**src/rtl/flash_pkg.sv**
```systemverilog
// Shared types and widths for the flash read arbiter.
package flash_pkg;
    localparam int ADDR_W = 24;
    localparam int DATA_W = 8;

    typedef enum logic [2:0] {
        ST_IDLE,
        ST_ISSUE,
        ST_WAIT_LOW,
        ST_WAIT_HIGH,
        ST_RESP
    } state_t;

    typedef struct packed {
        logic              valid;
        logic [ADDR_W-1:0] tag;
    } hit_tag_t;
endpackage

```
**src/rtl/rr_arb2.sv**
```systemverilog
// Two-way round-robin arbiter: on a tie the port not served last wins.
module rr_arb2 (
    input  logic [1:0] req,
    input  logic       last_served,
    output logic [1:0] grant
);
    always_comb begin
        // NOTE: default first so every path assigns grant and no latch is inferred.
        grant = 2'b00;
        if (req == 2'b11) begin
            grant = last_served ? 2'b01 : 2'b10;
        end else begin
            grant = req;
        end
    end
endmodule

```
**src/rtl/flash_read_arbiter.sv**
```systemverilog
// Two-port flash read arbiter with a one-entry hit register per port and a
// busy-timeout watchdog on the flash handshake.
module flash_read_arbiter
    import flash_pkg::*;
#(
    parameter int TIMEOUT_CYCLES = 1023
) (
    input  logic              clk,
    input  logic              reset,
    input  logic              req0,
    input  logic              req1,
    input  logic [ADDR_W-1:0] addr0,
    input  logic [ADDR_W-1:0] addr1,
    output logic              ack0,
    output logic              ack1,
    output logic [DATA_W-1:0] rdata0,
    output logic [DATA_W-1:0] rdata1,
    input  logic              flush,
    input  logic              fl_ready,
    output logic              fl_read_en,
    output logic [ADDR_W-1:0] fl_addr,
    input  logic [DATA_W-1:0] fl_rdata,
    output logic              timeout_err
);
    localparam int               CNT_W     = $clog2(TIMEOUT_CYCLES + 1);
    localparam logic [CNT_W-1:0] BUSY_LAST = CNT_W'(TIMEOUT_CYCLES - 1);

    state_t            state;
    logic [1:0]        req_v;
    logic [1:0]        ack_q;
    logic [1:0]        tag_match;
    logic [1:0]        hit;
    logic [1:0]        pending;
    logic [1:0]        grant;
    logic [ADDR_W-1:0] addr_v [2];
    logic [DATA_W-1:0] rdata_q [2];
    hit_tag_t          tag_q [2];
    logic              gnt_port;
    logic              last_served;
    logic [CNT_W-1:0]  busy_cnt;

    assign req_v     = {req1, req0};
    assign addr_v[0] = addr0;
    assign addr_v[1] = addr1;

    always_comb begin
        tag_match = '0;
        hit       = '0;
        pending   = '0;
        for (int i = 0; i < 2; i++) begin
            tag_match[i] = tag_q[i].valid && (tag_q[i].tag == addr_v[i]);
            // A port is deaf during its own ack cycle so a held request is not served twice.
            hit[i]       = (state == ST_IDLE) && req_v[i] && !ack_q[i] && tag_match[i];
            pending[i]   = req_v[i] && !ack_q[i] && !tag_match[i];
        end
    end

    rr_arb2 u_rr_arb2 (
        .req        (pending),
        .last_served(last_served),
        .grant      (grant)
    );

    always_ff @(posedge clk) begin
        if (reset) begin
            state       <= ST_IDLE;
            ack_q       <= '0;
            fl_read_en  <= 1'b0;
            fl_addr     <= '0;
            gnt_port    <= 1'b0;
            last_served <= 1'b1;
            busy_cnt    <= '0;
            timeout_err <= 1'b0;
            // NOTE: the per-port data/tag registers are reset because they drive outputs and hit decisions.
            rdata_q[0]  <= '0;
            rdata_q[1]  <= '0;
            tag_q[0]    <= '0;
            tag_q[1]    <= '0;
        end else begin
            // NOTE: non-blocking throughout; later assignments in this block deliberately override earlier ones.
            ack_q      <= '0;
            fl_read_en <= 1'b0;
            if (flush) begin
                tag_q[0].valid <= 1'b0;
                tag_q[1].valid <= 1'b0;
            end
            case (state)
                ST_IDLE: begin
                    ack_q <= hit;
                    if ((pending != 2'b00) && fl_ready) begin
                        gnt_port   <= grant[1];
                        fl_addr    <= grant[0] ? addr0 : addr1;
                        fl_read_en <= 1'b1;
                        state      <= ST_ISSUE;
                    end
                end
                ST_ISSUE: begin
                    busy_cnt <= '0;
                    state    <= ST_WAIT_LOW;
                end
                ST_WAIT_LOW, ST_WAIT_HIGH: begin
                    busy_cnt <= busy_cnt + 1'b1;
                    if ((state == ST_WAIT_HIGH) && fl_ready) begin
                        // Capture sits after the flush clear, so fresh data stays valid.
                        rdata_q[gnt_port] <= fl_rdata;
                        tag_q[gnt_port]   <= '{valid: 1'b1, tag: fl_addr};
                        ack_q[gnt_port]   <= 1'b1;
                        state             <= ST_RESP;
                    end else if (busy_cnt == BUSY_LAST) begin
                        timeout_err <= 1'b1;
                        state       <= ST_IDLE;
                    end else if ((state == ST_WAIT_LOW) && !fl_ready) begin
                        state <= ST_WAIT_HIGH;
                    end
                end
                ST_RESP: begin
                    last_served <= gnt_port;
                    state       <= ST_IDLE;
                end
                default: state <= ST_IDLE;
            endcase
        end
    end

    assign ack0   = ack_q[0];
    assign ack1   = ack_q[1];
    assign rdata0 = rdata_q[0];
    assign rdata1 = rdata_q[1];
endmodule

```
**config.mk**
```make
export PLATFORM = sky130hd
export DESIGN_NAME = flash_read_arbiter
export DESIGN_NICKNAME = d
export VERILOG_FILES = /design/src/rtl/flash_pkg.sv /design/src/rtl/rr_arb2.sv /design/src/rtl/flash_read_arbiter.sv
export SDC_FILE = /design/constraint.sdc
export NUM_CORES = 1
export LEC_CHECK = 0
export CAP_MARGIN = 20
export CORE_MARGIN = 5
export CORE_UTILIZATION = 39
export DETAILED_ROUTE_END_ITERATION = 16
export GPL_ROUTABILITY_DRIVEN = 0
export GPL_TIMING_DRIVEN = 1
export PLACE_DENSITY = 0.61
export SLEW_MARGIN = 20
export SYNTH_ARGS = -nofsm -noshare
export SYNTH_HDL_FRONTEND = slang
export SYNTH_HIERARCHICAL = 1
export SYNTH_SLANG_ARGS = --single-unit
```
**constraint.sdc**
```tcl
create_clock -name clk -period 4.2 [get_ports clk]
set_clock_uncertainty 0.15 [all_clocks]
set_input_delay 0.84 -clock clk [delete_from_list [all_inputs] [get_ports clk]]
set_output_delay 0.84 -clock clk [all_outputs]
set_load 0.02 [all_outputs]
```
Word level (Yosys, flattened, before mapping)
Memory sizes are Yosys's and may differ from the RTL's.
Index checks and enable logic that the tools add are counted.
{"block": "classes", "addsub": 1, "order_cmp": 2, "eq_ne": 10, "muxes": 28, "bitwise_logic": 4, "reduce_logical": 30}
{"cell": "== test 24 bit", "count": 2}
{"cell": "2-to-1 mux 24 bit", "count": 1}
{"cell": "one-hot mux 10 bit (2 select lines)", "count": 1}
{"cell": "logical AND 1 bit", "count": 16}
{"cell": "2-to-1 mux 1 bit", "count": 15}
{"cell": "2-to-1 mux 3 bit", "count": 4}
{"cell": "adder 10 x 1 -> 10 bit (second input constant)", "count": 1}
{"cell": "== test 10 bit (second input constant)", "count": 1}
{"cell": "one-hot mux 3 bit (3 select lines)", "count": 1}
{"cell": "2-to-1 mux 8 bit", "count": 1}
{"cell": "OR reduction 8 bit", "count": 1}
{"cell": "== test 3 x 2 -> 1 bit (second input constant)", "count": 2}
{"cell": "2-to-1 mux 2 bit", "count": 3}
{"cell": "zero test 1 bit", "count": 5}
{"cell": "inequality test 4 bit (second input constant)", "count": 1}
{"cell": "one-hot mux 2 bit (2 select lines)", "count": 1}
{"cell": "AND reduction 2 bit", "count": 2}
{"cell": "nonzero test 2 bit", "count": 2}
{"cell": "OR reduction 2 bit", "count": 2}
{"cell": "== test 3 x 1 -> 1 bit (second input constant)", "count": 1}
{"cell": "== test 3 bit (second input constant)", "count": 1}
{"cell": "zero test 3 bit", "count": 1}
{"cell": "AND reduction 3 bit", "count": 1}
{"cell": "== test 2 bit (second input constant)", "count": 1}
{"cell": "other kinds (6)", "count": 8}
{"block": "word_totals", "regBits": 43, "mem_bits_rw": 66, "input_bits": 62, "output_inout_bits": 44, "wordCells": 85, "mem_count": 2}
{"name": "tag_q", "words": 2, "width": 25, "read_ports": 2, "rd_clocked_by_memory_dff": 0, "write_ports": 3, "line": "flash_read_arbiter.sv:37", "source": "hit_tag_t tag_q [2];"}
{"name": "rdata_q", "words": 2, "width": 8, "read_ports": 2, "rd_clocked_by_memory_dff": 0, "write_ports": 2, "line": "flash_read_arbiter.sv:36", "source": "logic [DATA_W-1:0] rdata_q [2];"}

Longest topological paths before layout
Gate-level depths: netlist of the first run.
An unclocked memory read counts as a cell.
{"block": "logic_depth", "depth_word": 9, "mapped_depth": 10, "mapped_depth_nobuf": 9}

Hierarchy
Netlist of the first run, hierarchy kept.
{"module": "flash_read_arbiter", "n_inst": 1, "cells_per_inst": 473, "area_per_inst_um2": 5367.6, "seq_area_each_um2": 2822.7}
{"module": "rr_arb2", "n_inst": 1, "cells_per_inst": 3, "area_per_inst_um2": 18.8, "seq_area_each_um2": 0.0}

Worst setup path before layout of the first run
No wires, ideal clock.
{"block": "synth_timing", "kind": "input port to flip-flop", "start": "input addr1[23]", "end": "register fl_addr[5]", "setup_time_ns": 0.074, "arrival_ns": 2.982, "required_time_ns": 3.976, "path_slack_ns": 0.994, "cell_stages": 10, "path_buffers": 2, "cell_sequence": "xnor2_1 -> nand4_1 -> nor4_1 -> and3_1 -> nor2_1 -> a21boi_1 -> clkbuf_1 -> clkbuf_1 -> a221oi_1 -> nor3_2"}
{"block": "synth_between", "elab_chain_cells": 7, "elab_cells_between_ends": 10, "classes_between": "eq/ne (2); mux (2); reduce/logical (6)"}
{"item": "from (decl)", "line": "flash_read_arbiter.sv:13", "source": "input logic [ADDR_W-1:0] addr1,"}
{"item": "== test 24 bit", "line": "flash_read_arbiter.sv:51", "source": "tag_match[i] = tag_q[i].valid && (tag_q[i].tag == addr_v[i]);"}
{"item": "logical AND 1 bit", "line": "flash_read_arbiter.sv:51"}
{"item": "zero test 1 bit", "line": "flash_read_arbiter.sv:54", "source": "pending[i] = req_v[i] && !ack_q[i] && !tag_match[i];"}
{"item": "logical AND 1 bit", "line": "flash_read_arbiter.sv:54"}
{"item": "via pending[1]", "line": "flash_read_arbiter.sv:33", "source": "logic [1:0] pending;"}
{"item": "== test 2 bit", "line": "rr_arb2.sv:10", "source": "if (req == 2'b11) begin"}
{"item": "2-to-1 mux 2 bit", "line": "rr_arb2.sv:10"}
{"item": "via grant[0]", "line": "flash_read_arbiter.sv:34", "source": "logic [1:0] grant;"}
{"item": "2-to-1 mux 24 bit", "line": "flash_read_arbiter.sv:92", "source": "fl_addr <= grant[0] ? addr0 : addr1;"}
{"item": "to (signal assigned)", "line": "flash_read_arbiter.sv:92"}
{"item": "to (decl)", "line": "flash_read_arbiter.sv:21", "source": "output logic [ADDR_W-1:0] fl_addr,"}
The timed path passes the listed nets, and every way through them passes these cells.
A chain may end at the register's enable or synchronous reset.

Final worst setup path of the first run
{"block": "layout_timing", "start": "input addr0[0]", "end": "register fl_addr[5]"}
{"block": "layout_between", "elab_chain_cells": 7, "elab_cells_between_ends": 10, "classes_between": "eq/ne (2); mux (2); reduce/logical (6)"}
{"item": "from (decl)", "line": "flash_read_arbiter.sv:12", "source": "input logic [ADDR_W-1:0] addr0,"}
{"item": "== test 24 bit *", "line": "flash_read_arbiter.sv:51"}
{"item": "logical AND 1 bit *", "line": "flash_read_arbiter.sv:51"}
{"item": "zero test 1 bit *", "line": "flash_read_arbiter.sv:54"}
{"item": "logical AND 1 bit *", "line": "flash_read_arbiter.sv:54"}
{"item": "via pending[0]", "line": "flash_read_arbiter.sv:33"}
{"item": "== test 2 bit", "line": "rr_arb2.sv:10"}
{"item": "2-to-1 mux 2 bit *", "line": "rr_arb2.sv:10"}
{"item": "via grant[0]", "line": "flash_read_arbiter.sv:34"}
{"item": "2-to-1 mux 24 bit *", "line": "flash_read_arbiter.sv:92"}
Mark *: on every way through the listed nets, which the timed path passes. The rest lies on a longest branch.

==> results of run 1 <==
[cells in the mapped netlist, types with 2 or more instances]
master	count
a221oi_1	6
nand3_1	8
nor4_1	2
buf_2	3
xor2_1	3
buf_6	9
a311oi_1	4
nand4_1	12
nand2b_1	5
nor2b_1	25
nand2_1	12
a221oi_2	18
xnor2_1	45
nor3_2	20
dfxtp_1	45
a22oi_1	2
a21boi_0	2
nor3_1	33
edfxtp_1	64
o21ai_0	7
or2_2	4
clkbuf_1	21
and3_1	35
and2_1	33
a21o_1	3
a21oi_1	6
inv_1	3
a31oi_1	2
ha_1	2
nor2_1	26
nor2_4	2
[cell families after synthesis]
family	synth area share [%]
and+or+nand+nor	24.4
DFF	52.4
AOI/OAI and AO/OA	10.9
xor gates and xnor gates	7.81
buffers and inverters	3.83
adders and majority gates	0.465
muxes	0.209
[how the worst min path moves through the flow]
stage	from	endpoint	slack [ns]	cells past startpoint
finish	busy_cnt[9]	busy_cnt[9]	0.34	1
global route	busy_cnt[9]	busy_cnt[9]	0.36	1
CTS	busy_cnt[9]	busy_cnt[9]	0.34	1
detailed placement	timeout_err	timeout_err	0.32	2
global placement	tag_q[0][24]	tag_q[0][24]	0.31	1
floorplan	tag_q[0][24]	tag_q[0][24]	0.28	1
[flip-flops by register name, summed over array words and instances (netlist names)]
| register | cells |
|---|---|
| gnt_port | 1 |
| tag_q | 50 |
| fl_read_en | 1 |
| rdata_q | 16 |
| state | 3 |
| last_served | 1 |
| fl_addr | 24 |
| busy_cnt | 10 |
| ack_q | 2 |
| timeout_err | 1 |
[layout make-up]
cell class                      count  share of cell area, %
Clock inverter                      4                  0.669
Tap cell                          180                   3.25
Sequential cell                   109                   40.8
Inverter                            3                  0.163
Timing Repair Buffer              120                   17.1
Clock buffer                       12                   3.71
Multi-Input combinational cell    331                   34.3
[where the power goes]
part           switching (mW)  internal (mW)  leakage (nW)
registers              0.0470           1.18          1.03
logic                   0.241          0.212          1.28
clock network           0.378          0.493         0.146
total                   0.666           1.89          2.46
[per-stage QoR]
| stage | util, % | power [mW] | hold slack (ns) | area [µm²] | cells |
|---|---|---|---|---|---|
| global placement | 48.2 | 1.70 | 0.313 | 6620 | 743 |
| global route | 50.5 | 2.66 | 0.357 | 6920 | 759 |
| floorplan | - | 1.50 | 0.276 | 5390 | 476 |
| detailed placement | 48.2 | 1.71 | 0.320 | 6620 | 743 |
| CTS | 50.5 | 2.58 | 0.339 | 6920 | 759 |
| finish | 50.5 | 2.55 | 0.343 | 6920 | 759 |
[worst max-delay path, stage by stage]
cell	delay (ns)
clkdlybuf4s50_1	0.46
xnor2_1	0.41
nand4_1	0.15
nor3_1	0.37
buf_4	0.21
and2_1	0.15
nor2_1	0.07
a21boi_4	0.15
buf_12	0.20
a221oi_1	0.38
nor3_2	0.06
[per-layer routing]
metal  track usage, %  wire length, µm  up-vias
met5                0                0        -
met4             5.93              215        0
met3             4.43              861       16
met2             29.7             7030      114
met1             24.0             6530     1962
li1                 -                -     1944
==> results.rst, run 1 <==
.. list-table::
   :header-rows: 1

   * - Metric
     - Value
   * - Run status
     - finished, final reports clean
   * - Layout-stage area growth over the synthesis result
     - 28.5%
   * - Buffer count from post-CTS setup fixing
     - 0
   * - Number of buffers added on ports
     - approximately 110
   * - Sequential fraction of the synthesis area
     - a little over half
   * - Iteration-0 DRC count of the detailed router
     - about 230
   * - Ratio of total power to cell area
     - ~370 nW/µm²
   * - R2R Setup Slk
     - approximately 1.3 ns
   * - Capturing element type of the critical path
     - flop
   * - Clock root cell
     - clkbuf_16
   * - Clock net sink count
     - between 100 and 150
   * - Area taken by multi-input logic gates
     - between 2000 and 2500 µm²
   * - Synth warnings
     - 6
   * - Post-cts sizing count
     - 0
   * - Pre-CTS WS
     - 0.410 ns
   * - Arrival time at the worst endpoint
     - around 3.5 ns
   * - WS Path Type
     - in2reg
   * - Average instance area after synthesis
     - 11.3 µm²
   * - Count of vias placed by the detailed router
     - between 4000 and 5000
   * - Number of antenna-violating nets in the routed design
     - 0
   * - Detail-routed net length per standard cell
     - ~19 µm
   * - Clock period minus worst slack
     - between 3 and 4 ns
   * - Timing-limited maximum frequency
     - about 0.29 GHz
   * - Depth of the worst register-to-register path
     - 10
   * - Peak VDD IR
     - about 0.19 mV
   * - Total standard cell area after synthesis
     - approximately 5400 µm²
   * - Via count of the first global-routing pass
     - 4056
   * - Leading cell types in the layout, fill and taps excluded
     - clkdlybuf4s50_1 (104), edfxtp_1 (64), xnor2_1 (45), dfxtp_1 (45), and3_1 (35)
   * - Number of rows in the core area
     - 43
   * - Num ports
     - ~110
   * - Detailed placement HPWL
     - 10.2 mm
   * - Number of hold-repair buffers added at the cts stage
     - 0
   * - CP Capture Point
     - fl_addr[5]
   * - Flip-flop and latch count after synthesis
     - about 110
   * - Placeable core region
     - 13700 µm²
   * - Net total in the final layout
     - approximately 640
   * - Routed WL
     - 14.6 mm
   * - Endpoints failing hold
     - 0
   * - Max Cap Viol
     - 0
   * - Overall die height
     - roughly 130 µm
   * - Share of Yosys cell area claimed by the top area cell type
     - approximately 36%
   * - Final sum of negative setup slack
     - 0 ns
   * - Fraction of final layout cells sized beyond drive strength 1
     - between 10 and 15%
   * - Top post-synthesis cells by area
     - edfxtp_1 (36%), dfxtp_1 (17%), xnor2_1 (7.3%)
   * - Die Wd
     - 128 µm
   * - CTS Buffer Depth
     - 2
   * - GR Overflow Total
     - 0
   * - Reg-to-reg critical path startpoint
     - tag_q[0][0]
   * - Async set-reset flop share out of synthesis
     - 0%
   * - Net count after synthesis
     - between 500 and 600
   * - Gate count of the mapped netlist
     - around 480
   * - Worst setup path startpoint
     - addr0[0]
   * - Setup WS post-layout
     - approximately 0.78 ns
   * - Count of fill cells added during filler insertion
     - about 1300
   * - Number of design rule violations left after detail routing
     - 0
   * - Clock latency on the worst-skew pair
     - around 0.35 ns
   * - Ratio of final minimum period to clock period
     - approximately four fifths
   * - GRT Overall Usage
     - about 18%
   * - TritonRoute pass-1 iters
     - 4
   * - H-tree depth reported by CTS
     - 3
   * - Area of all sequential standard cells
     - between 2000 and 3000 µm²
   * - Cell accounting for the most synthesized area
     - edfxtp_1
   * - Critical path fanouts, max
     - 48
   * - Required @ worst endpoint
     - ~4.3 ns
   * - CTS tree
     - done
   * - Remaining max-slew budget at the tightest pin
     - 51.8%
   * - Leading cell type in the layout, fill and taps excluded
     - clkdlybuf4s50_1
   * - Clock buffers created by TritonCTS
     - 9
   * - Reg2Reg Capture Point
     - fl_addr[5]
   * - Number of antenna repair diodes
     - 0
   * - Tightest Pin Transition
     - roughly 0.72 ns
   * - Distinct cell type count of the synthesized netlist
     - 45
   * - Post-detailed-route via-to-cell ratio
     - ~5.3
   * - Synth Flop Type
     - edfxtp_1
   * - Maximum number of pins on one net before global-route repair
     - 49
   * - Number of pins with negative max-slew slack in the final report
     - 0
   * - First-pass GRT wire length
     - 22.8 mm
   * - Initial core utilization
     - approximately two fifths
   * - Worst setup SP type
     - input pin
   * - Static leakage
     - 2.46 nW
   * - Setup repair after global routing missed its margin
     - no
   * - Tightest Hold Check Type
     - reg2reg
   * - Setup-failing EPs final
     - 0
   * - Clock slew at reported path FFs
     - ~0.07 ns
   * - Total die area
     - around 16000 µm²
   * - EDFF count, synth
     - 64
   * - Number of antenna violations at the first check in global routing
     - 0
Power figures use the tool's default switching activity.
==> run 2, diff against run 1 <==
Settings changed: PLACE_DENSITY 0.61 to 0.63.
Clock period 4.2 ns to 2.7 ns, I/O delays scaled along.
==> results.rst, run 2 (synthesis results as in run 1) <==
.. list-table::
   :header-rows: 1

   * - Metric
     - Value
   * - Registers with the most flip-flops
     - tag_q: 50 flops, fl_addr: 24 flops, rdata_q: 16 flops
   * - Net total in the final layout
     - slightly above 700
   * - CTS tree
     - done
   * - Number of pins with negative max-slew slack in the final report
     - 0
   * - Overall die height
     - roughly 130 µm
   * - Reg-to-reg critical path startpoint
     - tag_q[1][3]
   * - Number of antenna repair diodes
     - 0
   * - Number of antenna-violating nets in the routed design
     - 0
   * - Routed WL
     - roughly 16 mm
   * - Detail-routed net length per standard cell
     - between 15 and 20 µm
   * - Number of antenna violations at the first check in global routing
     - 0
   * - Setup-failing EPs final
     - 1
   * - TritonRoute pass-1 iters
     - 4
   * - Maximum number of pins on one net before global-route repair
     - 28
   * - Peak VDD IR
     - 0.285 mV
   * - Arrival time at the worst endpoint
     - about 2.8 ns
   * - Clock latency on the worst-skew pair
     - ~0.36 ns
   * - Tightest Hold Check Type
     - reg2reg
   * - Max reg flops
     - 50
   * - Number of buffers added on ports
     - roughly 110
   * - Ratio of final minimum period to clock period
     - 100%
   * - Count of vias placed by the detailed router
     - around 4400
   * - Detailed placement HPWL
     - ~11 mm
   * - Clock share of power
     - roughly a third
   * - Worst setup SP type
     - input pin
   * - Via count of the first global-routing pass
     - 4426
   * - Setup WS post-layout
     - -0.00329 ns
   * - Switching share of power
     - a little over a quarter
   * - Power spent charging and discharging nets
     - between 1 and 1.5 mW
   * - Die Wd
     - 128 µm
   * - Initial core utilization
     - roughly 39%
   * - Violations in the final reports
     - setup timing
   * - Clock slew at reported path FFs
     - 0.07 ns
   * - Post-detailed-route via-to-cell ratio
     - roughly 5.3
   * - Tightest Pin Transition
     - approximately 0.48 ns
   * - Fraction of power consumed by combinational cells
     - between 20% and 30%
   * - Total die area
     - ~16000 µm²
   * - Leading cell type in the layout, fill and taps excluded
     - clkdlybuf4s50_1
   * - Max Cap Viol
     - 0
   * - Hold Startpoint
     - tag_q[0][24]
   * - Clock period minus worst slack
     - approximately 2.7 ns
   * - GR Overflow Total
     - 0
   * - Number of design rule violations left after detail routing
     - 0
   * - Leading cell types in the layout, fill and taps excluded
     - clkdlybuf4s50_1 (70), buf_4 (64), edfxtp_1 (64)
   * - Total Power Consumption
     - 4.13 mW
   * - Remaining max-slew budget at the tightest pin
     - around two thirds
   * - R2R Setup Slk
     - approximately 0.010 ns
   * - Number of rows in the core area
     - 43
   * - GRT Overall Usage
     - 19.1%
   * - CTS Buffer Depth
     - 2
   * - Endpoints failing hold
     - 0
   * - WS Path Type
     - in2reg
   * - Worst hold path cell count
     - 1
   * - Required @ worst endpoint
     - between 2 and 3 ns
   * - Static leakage
     - 3.16 nW
   * - First-pass GRT wire length
     - around 24 mm
   * - Placeable core region
     - 13700 µm²
   * - Internal power
     - about 3 mW
   * - Critical path fanouts, max
     - 11
   * - Setup repair after global routing missed its margin
     - yes
   * - Pre-CTS WS
     - -0.875 ns
   * - Depth of the worst register-to-register path
     - 12
   * - Hold path endpoint
     - tag_q[0][24]
   * - Clock buffers created by TritonCTS
     - 9
   * - Fraction of final layout cells sized beyond drive strength 1
     - a little under a third
   * - Sequential power share
     - between 40% and 50%
   * - Capturing element type of the critical path
     - flop
   * - Ratio of total power to cell area
     - roughly 510 nW/µm²
   * - H-tree depth reported by CTS
     - 3
   * - Run status
     - finished, violations left
   * - Num ports
     - 106
   * - Worst setup path startpoint
     - addr1[3]
   * - Top register by number of flip-flops
     - tag_q
   * - Timing-limited maximum frequency
     - 0.370 GHz
   * - Layout-stage area growth over the synthesis result
     - 49.1%
   * - Iteration-0 DRC count of the detailed router
     - about 360
   * - Clock root cell
     - clkbuf_16
   * - Reg2Reg Capture Point
     - fl_addr[19]
   * - Number of hold-repair buffers added at the cts stage
     - 0
   * - Clock net sink count
     - ~110
-- run 2: cell count changes in the layout (fill, tap and decap cells not counted), sizes merged --
cell	before	now
dlymetal6s2s	0	7
dlygate4sd2	0	26
buf	16	84
clkinv	2	3
clkdlybuf4s50	104	70
clkdlybuf4s15	0	1
clkbuf	12	13
-- run 2: how the worst max path moves through the flow --
stage,end,depth (start not counted)
after floorplan,fl_addr[5],10
after global placement,fl_addr[3],11
after detailed placement,fl_addr[3],11
after CTS,fl_addr[20],12
after global routing,fl_addr[15],11
final,fl_addr[19],13
-- run 2: final cells by class --
type | instances | area, µm²
fill | 1160 | 5690
sequential | 109 | 2820
multi-input combinational | 331 | 2800
timing repair buffer | 190 | 1890
clock buffer | 11 | 233
tap | 180 | 225
clock inverter | 5 | 51.3
inverter | 3 | 11.3
-- run 2: layer usage --
layer | wire (µm) | vias to the layer above | GRT usage, %
li1 | - | 2080 | -
met2 | 8030 | 128 | 32.0
met1 | 6570 | 2141 | 24.4
met5 | 0 | - | 0
met4 | 428 | 0 | 8.14
met3 | 892 | 26 | 3.26
-- run 2: power groups by stage --
stage	sequential, mW	combinational, mW	clock [mW]
after global routing	1.94	0.953	1.40
after floorplan	1.99	0.342	0
after detailed placement	1.95	0.780	0
after global placement	1.95	0.771	0
after CTS	1.92	0.807	1.33
final	1.93	0.896	1.31
-- run 2: what timing repair did --
action	4_1_cts	5_1_grt
endpoints found under the setup margin	24	25
pin swaps	16	17
gates resized for setup	48	72
endpoints found under the hold margin	0	0
cloned	1	3
setup buffers	8	10
-- run 2: stage by stage --
step / util (%) / TNS, ns / instance area [µm²] / std cells / hold WS (ns)
finish: 58.5 / -0.00329 / 8030 / 829 / 0.332
global route: 58.5 / -0.933 / 8030 / 829 / 0.358
CTS: 55.2 / 0 / 7580 / 816 / 0.331
detailed placement: 51.6 / -19.34 / 7070 / 791 / 0.312
global placement: 51.6 / -17.94 / 7070 / 791 / 0.293
floorplan: - / 0 / 5400 / 476 / 0.276
-- run 2: critical path: stages --
cell and delay, ns:
dlygate4sd2_1 0.28, xnor2_2 0.24, nand4_1 0.23, nor4_4 0.34
buf_4 0.17, buf_4 0.10, buf_4 0.10, buf_4 0.09
buf_4 0.11, a31oi_4 0.12, buf_6 0.19, nor3_2 0.20
nor3_2 0.06
